## src/rtl/ex_mem_stage_buf_if.sv

```systemverilog
// EX -> MEM stage bundle: EX-side inputs, flush, MEM-side handshake and head fields.
// The master modport drives the EX side; the slave modport is the stage buffer itself.
interface ex_mem_stage_buf_if #(
    parameter int NBits    = 32,
    parameter int RegAddrW = 5,
    parameter int CntW     = 16
);
    logic                in_valid_i;
    logic                in_ready_o;
    logic [NBits-1:0]    ID_EX_pc_4_i;
    logic [NBits-1:0]    pc_immediate_i;
    logic                zero_i;
    logic [NBits-1:0]    alu_result_i;
    logic [NBits-1:0]    ID_EX_read_2_i;
    logic [RegAddrW-1:0] ID_EX_write_register_i;
    logic                ID_EX_reg_write_i;
    logic                ID_EX_jalr_i;
    logic                ID_EX_branch_i;
    logic                ID_EX_mem_read_i;
    logic                ID_EX_mem_write_i;
    logic [1:0]          ID_EX_mem_to_reg_i;
    logic                flush_i;
    logic                out_ready_i;
    logic                out_valid_o;
    logic [NBits-1:0]    EX_MEM_pc_4_o;
    logic [NBits-1:0]    EX_MEM_pc_o;
    logic [NBits-1:0]    EX_MEM_alu_result_o;
    logic [NBits-1:0]    EX_MEM_write_data_o;
    logic                EX_MEM_zero_o;
    logic [RegAddrW-1:0] EX_MEM_write_register_o;
    logic [1:0]          EX_MEM_mem_to_reg_o;
    logic                EX_MEM_reg_write_o;
    logic                EX_MEM_jalr_o;
    logic                EX_MEM_branch_o;
    logic                EX_MEM_mem_read_o;
    logic                EX_MEM_mem_write_o;
    logic                EX_MEM_branch_taken_o;
    logic [CntW-1:0]     stall_cnt_o;

    modport master (
        output in_valid_i, ID_EX_pc_4_i, pc_immediate_i, zero_i, alu_result_i,
               ID_EX_read_2_i, ID_EX_write_register_i, ID_EX_reg_write_i, ID_EX_jalr_i,
               ID_EX_branch_i, ID_EX_mem_read_i, ID_EX_mem_write_i, ID_EX_mem_to_reg_i,
               flush_i, out_ready_i,
        input  in_ready_o, out_valid_o, EX_MEM_pc_4_o, EX_MEM_pc_o, EX_MEM_alu_result_o,
               EX_MEM_write_data_o, EX_MEM_zero_o, EX_MEM_write_register_o,
               EX_MEM_mem_to_reg_o, EX_MEM_reg_write_o, EX_MEM_jalr_o, EX_MEM_branch_o,
               EX_MEM_mem_read_o, EX_MEM_mem_write_o, EX_MEM_branch_taken_o, stall_cnt_o
    );

    modport slave (
        input  in_valid_i, ID_EX_pc_4_i, pc_immediate_i, zero_i, alu_result_i,
               ID_EX_read_2_i, ID_EX_write_register_i, ID_EX_reg_write_i, ID_EX_jalr_i,
               ID_EX_branch_i, ID_EX_mem_read_i, ID_EX_mem_write_i, ID_EX_mem_to_reg_i,
               flush_i, out_ready_i,
        output in_ready_o, out_valid_o, EX_MEM_pc_4_o, EX_MEM_pc_o, EX_MEM_alu_result_o,
               EX_MEM_write_data_o, EX_MEM_zero_o, EX_MEM_write_register_o,
               EX_MEM_mem_to_reg_o, EX_MEM_reg_write_o, EX_MEM_jalr_o, EX_MEM_branch_o,
               EX_MEM_mem_read_o, EX_MEM_mem_write_o, EX_MEM_branch_taken_o, stall_cnt_o
    );
endinterface

```

## src/rtl/ex_mem_stage_buf.sv

```systemverilog
// EX/MEM elastic buffer of DEPTH entries; 1-cycle latency, no bypass, flush empties it.
// Backpressure: accepts when not full or when MEM pops the head in the same cycle.
module ex_mem_stage_buf #(
    parameter int NBits    = 32,
    parameter int RegAddrW = 5,
    parameter int DEPTH    = 2,
    parameter int CntW     = 16
) (
    input  logic             clk,
    input  logic             reset,
    ex_mem_stage_buf_if.slave bus
);
    localparam int PtrW   = (DEPTH > 1) ? $clog2(DEPTH) : 1;
    localparam int CountW = $clog2(DEPTH) + 1;
    localparam logic [CountW-1:0] DepthC = CountW'(DEPTH);

    typedef struct packed {
        logic [NBits-1:0]    pc_4;
        logic [NBits-1:0]    pc;
        logic [NBits-1:0]    alu_result;
        logic [NBits-1:0]    write_data;
        logic                zero;
        logic [RegAddrW-1:0] write_register;
        logic [1:0]          mem_to_reg;
        logic                reg_write;
        logic                jalr;
        logic                branch;
        logic                mem_read;
        logic                mem_write;
        logic                branch_taken;
    } entry_t;

    entry_t            mem_q [DEPTH];
    entry_t            in_entry;
    entry_t            head;
    logic [PtrW-1:0]   wr_ptr_q, wr_ptr_d, rd_ptr_q, rd_ptr_d;
    logic [CountW-1:0] count_q, count_d;
    logic [CntW-1:0]   stall_q, stall_d;
    logic              push, pop, out_valid, in_ready;

    function automatic logic [PtrW-1:0] ptr_inc(input logic [PtrW-1:0] p);
        if (DEPTH == 1) return '0;
        return p + 1'b1;
    endfunction

    always_comb begin
        in_entry                = '0;
        in_entry.pc_4           = bus.ID_EX_pc_4_i;
        in_entry.pc             = bus.pc_immediate_i;
        in_entry.alu_result     = bus.alu_result_i;
        in_entry.write_data     = bus.ID_EX_read_2_i;
        in_entry.zero           = bus.zero_i;
        in_entry.write_register = bus.ID_EX_write_register_i;
        in_entry.mem_to_reg     = bus.ID_EX_mem_to_reg_i;
        in_entry.reg_write      = bus.ID_EX_reg_write_i;
        in_entry.jalr           = bus.ID_EX_jalr_i;
        in_entry.branch         = bus.ID_EX_branch_i;
        in_entry.mem_read       = bus.ID_EX_mem_read_i;
        in_entry.mem_write      = bus.ID_EX_mem_write_i;
        // Branch outcome is resolved once at push so MEM sees a single registered bit.
        in_entry.branch_taken   = bus.ID_EX_branch_i & bus.zero_i;
    end

    assign out_valid = (count_q != '0);
    assign in_ready  = (count_q < DepthC) | bus.out_ready_i;
    assign push      = bus.in_valid_i & in_ready & ~bus.flush_i;
    assign pop       = out_valid & bus.out_ready_i & ~bus.flush_i;

    always_comb begin
        wr_ptr_d = wr_ptr_q;
        rd_ptr_d = rd_ptr_q;
        count_d  = count_q;
        stall_d  = stall_q;
        if (out_valid && !bus.out_ready_i && !bus.flush_i && stall_q != '1) begin
            stall_d = stall_q + 1'b1;
        end
        if (bus.flush_i) begin
            wr_ptr_d = '0;
            rd_ptr_d = '0;
            count_d  = '0;
        end else begin
            if (push) wr_ptr_d = ptr_inc(wr_ptr_q);
            if (pop)  rd_ptr_d = ptr_inc(rd_ptr_q);
            if (push && !pop)      count_d = count_q + 1'b1;
            else if (pop && !push) count_d = count_q - 1'b1;
        end
    end

    always_ff @(posedge clk) begin
        if (reset) begin
            wr_ptr_q <= '0;
            rd_ptr_q <= '0;
            count_q  <= '0;
            stall_q  <= '0;
        end else begin
            wr_ptr_q <= wr_ptr_d;
            rd_ptr_q <= rd_ptr_d;
            count_q  <= count_d;
            stall_q  <= stall_d;
        end
    end

    always_ff @(posedge clk) begin
        for (int i = 0; i < DEPTH; i++) begin
            if (reset) begin
                mem_q[i] <= '0;
            end else if (push && (DEPTH == 1 || wr_ptr_q == PtrW'(i))) begin
                mem_q[i] <= in_entry;
            end
        end
    end

    if (DEPTH == 1) begin : g_single
        assign head = mem_q[0];
    end else begin : g_multi
        assign head = mem_q[rd_ptr_q];
    end

    assign bus.in_ready_o              = in_ready;
    assign bus.out_valid_o             = out_valid;
    assign bus.EX_MEM_pc_4_o           = head.pc_4;
    assign bus.EX_MEM_pc_o             = head.pc;
    assign bus.EX_MEM_alu_result_o     = head.alu_result;
    assign bus.EX_MEM_write_data_o     = head.write_data;
    assign bus.EX_MEM_zero_o           = head.zero;
    assign bus.EX_MEM_write_register_o = head.write_register;
    assign bus.EX_MEM_mem_to_reg_o     = head.mem_to_reg;
    assign bus.EX_MEM_reg_write_o      = head.reg_write & out_valid;
    assign bus.EX_MEM_jalr_o           = head.jalr & out_valid;
    assign bus.EX_MEM_branch_o         = head.branch & out_valid;
    assign bus.EX_MEM_mem_read_o       = head.mem_read & out_valid;
    assign bus.EX_MEM_mem_write_o      = head.mem_write & out_valid;
    assign bus.EX_MEM_branch_taken_o   = head.branch_taken & out_valid;
    assign bus.stall_cnt_o             = stall_q;
endmodule

```

## src/flat_wrapper.sv

```systemverilog
// flat-port wrapper written by rule: the top's interface ports become plain ports
module ex_mem_stage_buf_flat 
#(
    parameter int NBits    = 32,
    parameter int RegAddrW = 5,
    parameter int DEPTH    = 2,
    parameter int CntW     = 16
)
  (clk, reset, bus_in_valid_i, bus_ID_EX_pc_4_i, bus_pc_immediate_i, bus_zero_i, bus_alu_result_i, bus_ID_EX_read_2_i, bus_ID_EX_write_register_i, bus_ID_EX_reg_write_i, bus_ID_EX_jalr_i, bus_ID_EX_branch_i, bus_ID_EX_mem_read_i, bus_ID_EX_mem_write_i, bus_ID_EX_mem_to_reg_i, bus_flush_i, bus_out_ready_i, bus_in_ready_o, bus_out_valid_o, bus_EX_MEM_pc_4_o, bus_EX_MEM_pc_o, bus_EX_MEM_alu_result_o, bus_EX_MEM_write_data_o, bus_EX_MEM_zero_o, bus_EX_MEM_write_register_o, bus_EX_MEM_mem_to_reg_o, bus_EX_MEM_reg_write_o, bus_EX_MEM_jalr_o, bus_EX_MEM_branch_o, bus_EX_MEM_mem_read_o, bus_EX_MEM_mem_write_o, bus_EX_MEM_branch_taken_o, bus_stall_cnt_o);
  ex_mem_stage_buf_if #(.NBits(NBits), .RegAddrW(RegAddrW), .CntW(CntW)) bus_i ();
  input  logic clk;
  input  logic reset;
  input wire logic [$bits(bus_i.in_valid_i)-1:0] bus_in_valid_i;
  input wire logic [$bits(bus_i.ID_EX_pc_4_i)-1:0] bus_ID_EX_pc_4_i;
  input wire logic [$bits(bus_i.pc_immediate_i)-1:0] bus_pc_immediate_i;
  input wire logic [$bits(bus_i.zero_i)-1:0] bus_zero_i;
  input wire logic [$bits(bus_i.alu_result_i)-1:0] bus_alu_result_i;
  input wire logic [$bits(bus_i.ID_EX_read_2_i)-1:0] bus_ID_EX_read_2_i;
  input wire logic [$bits(bus_i.ID_EX_write_register_i)-1:0] bus_ID_EX_write_register_i;
  input wire logic [$bits(bus_i.ID_EX_reg_write_i)-1:0] bus_ID_EX_reg_write_i;
  input wire logic [$bits(bus_i.ID_EX_jalr_i)-1:0] bus_ID_EX_jalr_i;
  input wire logic [$bits(bus_i.ID_EX_branch_i)-1:0] bus_ID_EX_branch_i;
  input wire logic [$bits(bus_i.ID_EX_mem_read_i)-1:0] bus_ID_EX_mem_read_i;
  input wire logic [$bits(bus_i.ID_EX_mem_write_i)-1:0] bus_ID_EX_mem_write_i;
  input wire logic [$bits(bus_i.ID_EX_mem_to_reg_i)-1:0] bus_ID_EX_mem_to_reg_i;
  input wire logic [$bits(bus_i.flush_i)-1:0] bus_flush_i;
  input wire logic [$bits(bus_i.out_ready_i)-1:0] bus_out_ready_i;
  output wire logic [$bits(bus_i.in_ready_o)-1:0] bus_in_ready_o;
  output wire logic [$bits(bus_i.out_valid_o)-1:0] bus_out_valid_o;
  output wire logic [$bits(bus_i.EX_MEM_pc_4_o)-1:0] bus_EX_MEM_pc_4_o;
  output wire logic [$bits(bus_i.EX_MEM_pc_o)-1:0] bus_EX_MEM_pc_o;
  output wire logic [$bits(bus_i.EX_MEM_alu_result_o)-1:0] bus_EX_MEM_alu_result_o;
  output wire logic [$bits(bus_i.EX_MEM_write_data_o)-1:0] bus_EX_MEM_write_data_o;
  output wire logic [$bits(bus_i.EX_MEM_zero_o)-1:0] bus_EX_MEM_zero_o;
  output wire logic [$bits(bus_i.EX_MEM_write_register_o)-1:0] bus_EX_MEM_write_register_o;
  output wire logic [$bits(bus_i.EX_MEM_mem_to_reg_o)-1:0] bus_EX_MEM_mem_to_reg_o;
  output wire logic [$bits(bus_i.EX_MEM_reg_write_o)-1:0] bus_EX_MEM_reg_write_o;
  output wire logic [$bits(bus_i.EX_MEM_jalr_o)-1:0] bus_EX_MEM_jalr_o;
  output wire logic [$bits(bus_i.EX_MEM_branch_o)-1:0] bus_EX_MEM_branch_o;
  output wire logic [$bits(bus_i.EX_MEM_mem_read_o)-1:0] bus_EX_MEM_mem_read_o;
  output wire logic [$bits(bus_i.EX_MEM_mem_write_o)-1:0] bus_EX_MEM_mem_write_o;
  output wire logic [$bits(bus_i.EX_MEM_branch_taken_o)-1:0] bus_EX_MEM_branch_taken_o;
  output wire logic [$bits(bus_i.stall_cnt_o)-1:0] bus_stall_cnt_o;
  assign bus_i.in_valid_i = bus_in_valid_i;
  assign bus_i.ID_EX_pc_4_i = bus_ID_EX_pc_4_i;
  assign bus_i.pc_immediate_i = bus_pc_immediate_i;
  assign bus_i.zero_i = bus_zero_i;
  assign bus_i.alu_result_i = bus_alu_result_i;
  assign bus_i.ID_EX_read_2_i = bus_ID_EX_read_2_i;
  assign bus_i.ID_EX_write_register_i = bus_ID_EX_write_register_i;
  assign bus_i.ID_EX_reg_write_i = bus_ID_EX_reg_write_i;
  assign bus_i.ID_EX_jalr_i = bus_ID_EX_jalr_i;
  assign bus_i.ID_EX_branch_i = bus_ID_EX_branch_i;
  assign bus_i.ID_EX_mem_read_i = bus_ID_EX_mem_read_i;
  assign bus_i.ID_EX_mem_write_i = bus_ID_EX_mem_write_i;
  assign bus_i.ID_EX_mem_to_reg_i = bus_ID_EX_mem_to_reg_i;
  assign bus_i.flush_i = bus_flush_i;
  assign bus_i.out_ready_i = bus_out_ready_i;
  assign bus_in_ready_o = bus_i.in_ready_o;
  assign bus_out_valid_o = bus_i.out_valid_o;
  assign bus_EX_MEM_pc_4_o = bus_i.EX_MEM_pc_4_o;
  assign bus_EX_MEM_pc_o = bus_i.EX_MEM_pc_o;
  assign bus_EX_MEM_alu_result_o = bus_i.EX_MEM_alu_result_o;
  assign bus_EX_MEM_write_data_o = bus_i.EX_MEM_write_data_o;
  assign bus_EX_MEM_zero_o = bus_i.EX_MEM_zero_o;
  assign bus_EX_MEM_write_register_o = bus_i.EX_MEM_write_register_o;
  assign bus_EX_MEM_mem_to_reg_o = bus_i.EX_MEM_mem_to_reg_o;
  assign bus_EX_MEM_reg_write_o = bus_i.EX_MEM_reg_write_o;
  assign bus_EX_MEM_jalr_o = bus_i.EX_MEM_jalr_o;
  assign bus_EX_MEM_branch_o = bus_i.EX_MEM_branch_o;
  assign bus_EX_MEM_mem_read_o = bus_i.EX_MEM_mem_read_o;
  assign bus_EX_MEM_mem_write_o = bus_i.EX_MEM_mem_write_o;
  assign bus_EX_MEM_branch_taken_o = bus_i.EX_MEM_branch_taken_o;
  assign bus_stall_cnt_o = bus_i.stall_cnt_o;
  ex_mem_stage_buf #(.NBits(NBits), .RegAddrW(RegAddrW), .DEPTH(DEPTH), .CntW(CntW)) u_core (.clk(clk), .reset(reset), .bus(bus_i));
endmodule
```

## config.mk

```make
export PLATFORM = sky130hd
export DESIGN_NAME = ex_mem_stage_buf_flat
export DESIGN_NICKNAME = d
export VERILOG_FILES = /design/src/rtl/ex_mem_stage_buf_if.sv /design/src/rtl/ex_mem_stage_buf.sv /design/src/flat_wrapper.sv
export SDC_FILE = /design/constraint.sdc
export NUM_CORES = 1
export LEC_CHECK = 0
export ABC_AREA = 1
export BUFFER_PORTS_ARGS = -buffer_cell sky130_fd_sc_hd__buf_4
export CORE_MARGIN = 1
export CORE_UTILIZATION = 58
export DETAILED_ROUTE_END_ITERATION = 7
export HOLD_SLACK_MARGIN = 0.02
export PLACE_DENSITY = 0.92
export SLEW_MARGIN = 20
export SYNTH_ARGS = -nofsm -noshare
export SYNTH_HDL_FRONTEND = slang
export SYNTH_SLANG_ARGS = --single-unit
```

## constraint.sdc

```tcl
create_clock -name clk -period 20.1 [get_ports clk]
set_input_delay 3.015 -clock clk [delete_from_list [all_inputs] [get_ports clk]]
set_output_delay 3.015 -clock clk [all_outputs]
set_load 0.05 [all_outputs]
```

==> impl_metrics.py <==
metrics = {
    "status": {
        "status": "completed",
    },
    "clock_network": {
        "cts_setup_buffers": 0,
        "cts_buffers": 30,
        "cts_tree": "done",
        "clkTransAtPathRegs_ns": 0.06,
        "numClockSinks": 305,
        "hold_buffers": 0,
        "clockBufferDepth": 3,
        "cts_resized": 0,
        "insertion_delay_ns": 0.54,
        "cts_root_buf": "clkbuf_16",
        "htreeDepth": 1,
    },
    "setup_path": {
        "crit_path_start_kind": "primary input",
        "end_kind": "output pin",
        "r2r_start": "u_core.count_q[1]",
        "cp_max_fo": 3,
        "crit_end": "bus_in_ready_o",
        "worst-setup-path-type": "in -> out",
        "cp-startpoint": "bus_out_ready_i",
        "crit_chain": "buf_4 > inv_2 > nand2_2 > buf_4",
        "cp_slowest_stage_delay_ns": 0.19,
        "ff2ff_path_depth": 6,
        "critPathRequiredTime_ns": 17.09,
        "slowest_stage": "buf_4",
        "cpMostUsedCell": "buf_4",
        "reg2reg_setup_slack_ns": 17.17,
        "worstPathArrival_ns": 3.44,
        "r2r-end": "u_core.mem_q[1][95]",
    },
    "synth": {
        "ys_top_cells_by_area": "edfxtp_1 63%, nand2_1 13%, nor2_1 8.3%, inv_1 4.4%, dfxtp_1 3.1%",
        "ys_warn_count": 0,
        "synth-adder-area-share_pct": 0.186,
        "syn_area_per_cell_um2": 9.67,
        "yosysTopAreaCell": "edfxtp_1",
        "synthMuxAreaShare_pct": 0,
        "yosysUniqueCellTypes": 21,
        "synth_top_area_share_pct": 63.4,
        "synthesis.area_um2": 13400,
        "synth_seq_cells": 305,
        "synth_cells": 1390,
        "synth-seq-area-share_pct": 66.6,
        "yosys.area_share.simple_pct": 24.7,
        "synth_top_family_by_area": "simple AND/OR/NAND/NOR gates",
        "synth_compound_area_share_pct": 0.968,
        "synth_nets": 1538,
        "synth-xor-area-share_pct": 0,
    },
    "place": {
        "port_buffers": 305,
        "dpl_worst_slack_ns": 13.65,
        "place_congestion": 0.821,
        "hpwl_um": 19200,
    },
    "pwr": {
        "ir_drop_mv": 0.0774,
        "p_per_area_nw_per_um2": 87.9,
        "p_leak_nw": 7.96,
    },
    "detailed_routing": {
        "vias": 10300,
        "dr.pass1.iters": 8,
        "drt_iter0_drc": 783,
        "ant_nets": 0,
        "wirelength_um": 31700,
        "viasPerCell": 5.20,
        "drc": 0,
        "routedWlPerCell_um": 16.1,
    },
    "sta": {
        "fmax_ghz": 0.155,
        "worst_clock_skew_ns": 0.00580,
        "tightest_slew_ns": 1.08,
        "rsz0062_at_grt": "no",
        "setup_ws_ns": 13.65,
        "final_hold_viol_count": 0,
        "min_period_ns": 6.45,
        "drv_slew": 0,
        "setup_viol": 0,
        "fin_crit_sh_pct": 32.1,
        "max-slew-margin-rel_pct": 28.0,
        "finalSetupTns_ns": 0,
    },
    "worst_hold_path": {
        "hold_class": "reg -> reg",
        "holdPathStages": 1,
    },
    "finish": {
        "area_growth_pct": 23.9,
        "final_cell_mix": "465 x nand2_1, 311 x buf_4, 298 x nor2_1",
        "n_antenna_cell": 0,
        "layout-drive-gt1-share_pct": 23.6,
        "fin_nets": 1816,
        "multiInputGateArea_um2": 3490,
        "layout_commonest_cell": "nand2_1",
        "fillers": 1442,
        "regArea_um2": 8950,
    },
    "global_route": {
        "antenna_found_initial": 0,
        "overflow": 0,
        "track_usage_pct": 26.0,
        "grt_pass1_vias": 9831,
        "grt_first_pass_wirelength_um": 48500,
        "grt_max_degree": 83,
    },
    "floorplanning": {
        "die_w_um": 154,
        "fp.dieH_um": 154,
        "core_um2": 22700,
        "io_pins": 306,
        "dieArea_um2": 23800,
        "start_util_pct": 59.2,
        "rows": 55,
    },
    "flow_run": {
        "cap_viol_max_count": 0,
    },
}
==> kinds of logic after synthesis <==
| group | after synthesis |
|---|---|
| flip-flops | 305 |
| buffers and inverters | 227 |
| AO/OA/AOI/OAI | 26 |
| adder cells (fa/ha/maj) | 2 |
| AND/OR/NAND/NOR | 830 |
==> area by class of cell <==
type	instances	area share, %
repair buffers	312	14.1
flip-flops and latches	305	53.8
inverters	161	3.64
well taps	285	2.14
clock inverters	15	0.533
multi-input cells	858	21.0
clock buffers	40	4.86
==> per-stage QoR <==
step	hold WS [ns]	total power (W)	util, %	std cells	instance area (µm²)
after floorplan	0.454	0.000889	-	1390	13400
after global placement	0.464	0.000953	69.4	1921	15800
after detailed placement	0.478	0.000959	69.4	1921	15800
after CTS	0.491	0.00147	73.3	1976	16600
after global routing	0.535	0.00151	73.3	1976	16700
final	0.486	0.00146	73.3	1976	16700
==> where the power goes <==
group	switching, W	internal (W)
clock	0.000224	0.000293
sequential	0.00000990	0.000728
combinational	0.000148	0.0000608
==> routing by layer <==
metal	routed length, µm	GRT usage [%]	vias to the layer above
met5	0	0	-
met3	2780	5.30	107
met2	15900	45.0	555
met4	1290	11.0	0
met1	11800	31.8	4728
li1	-	-	4881
==> Yosys cell counts (all sizes together) <==
cell	number
a21oi	21
buf	33
clkbuf	33
dfxtp	21
edfxtp	284
ha	2
inv	161
nand2	469
nand3	24
nand4	1
nor2	334
nor3	2
o21ai	5
==> registers in the layout (all words and copies together), names as in the netlist, named ones only <==
name                    cells
u_core.mem_q              284
u_core.bus.stall_cnt_o     16
u_core.count_q              2
u_core.rd_ptr_q             1
u_core.wr_ptr_q             1
==> critical path: cells and delay by family <==
family | cells | cell delay (ns)
buffers and inverters | 3 | 0.37
AND/OR/NAND/NOR | 1 | 0.06
==> worst min path at each step <==
stage / startpoint / endpoint / slack (ns)
3_5_place_dp: u_core.count_q[0] / u_core.count_q[0] / 0.48
3_3_place_gp: u_core.count_q[0] / u_core.count_q[0] / 0.46
5_1_grt: u_core.count_q[0] / u_core.count_q[0] / 0.54
2_1_floorplan: u_core.count_q[0] / u_core.count_q[0] / 0.45
6_report: u_core.count_q[0] / u_core.count_q[0] / 0.49
4_1_cts: u_core.count_q[0] / u_core.count_q[0] / 0.49
No activity file was read; power rests on OpenSTA's default activity.
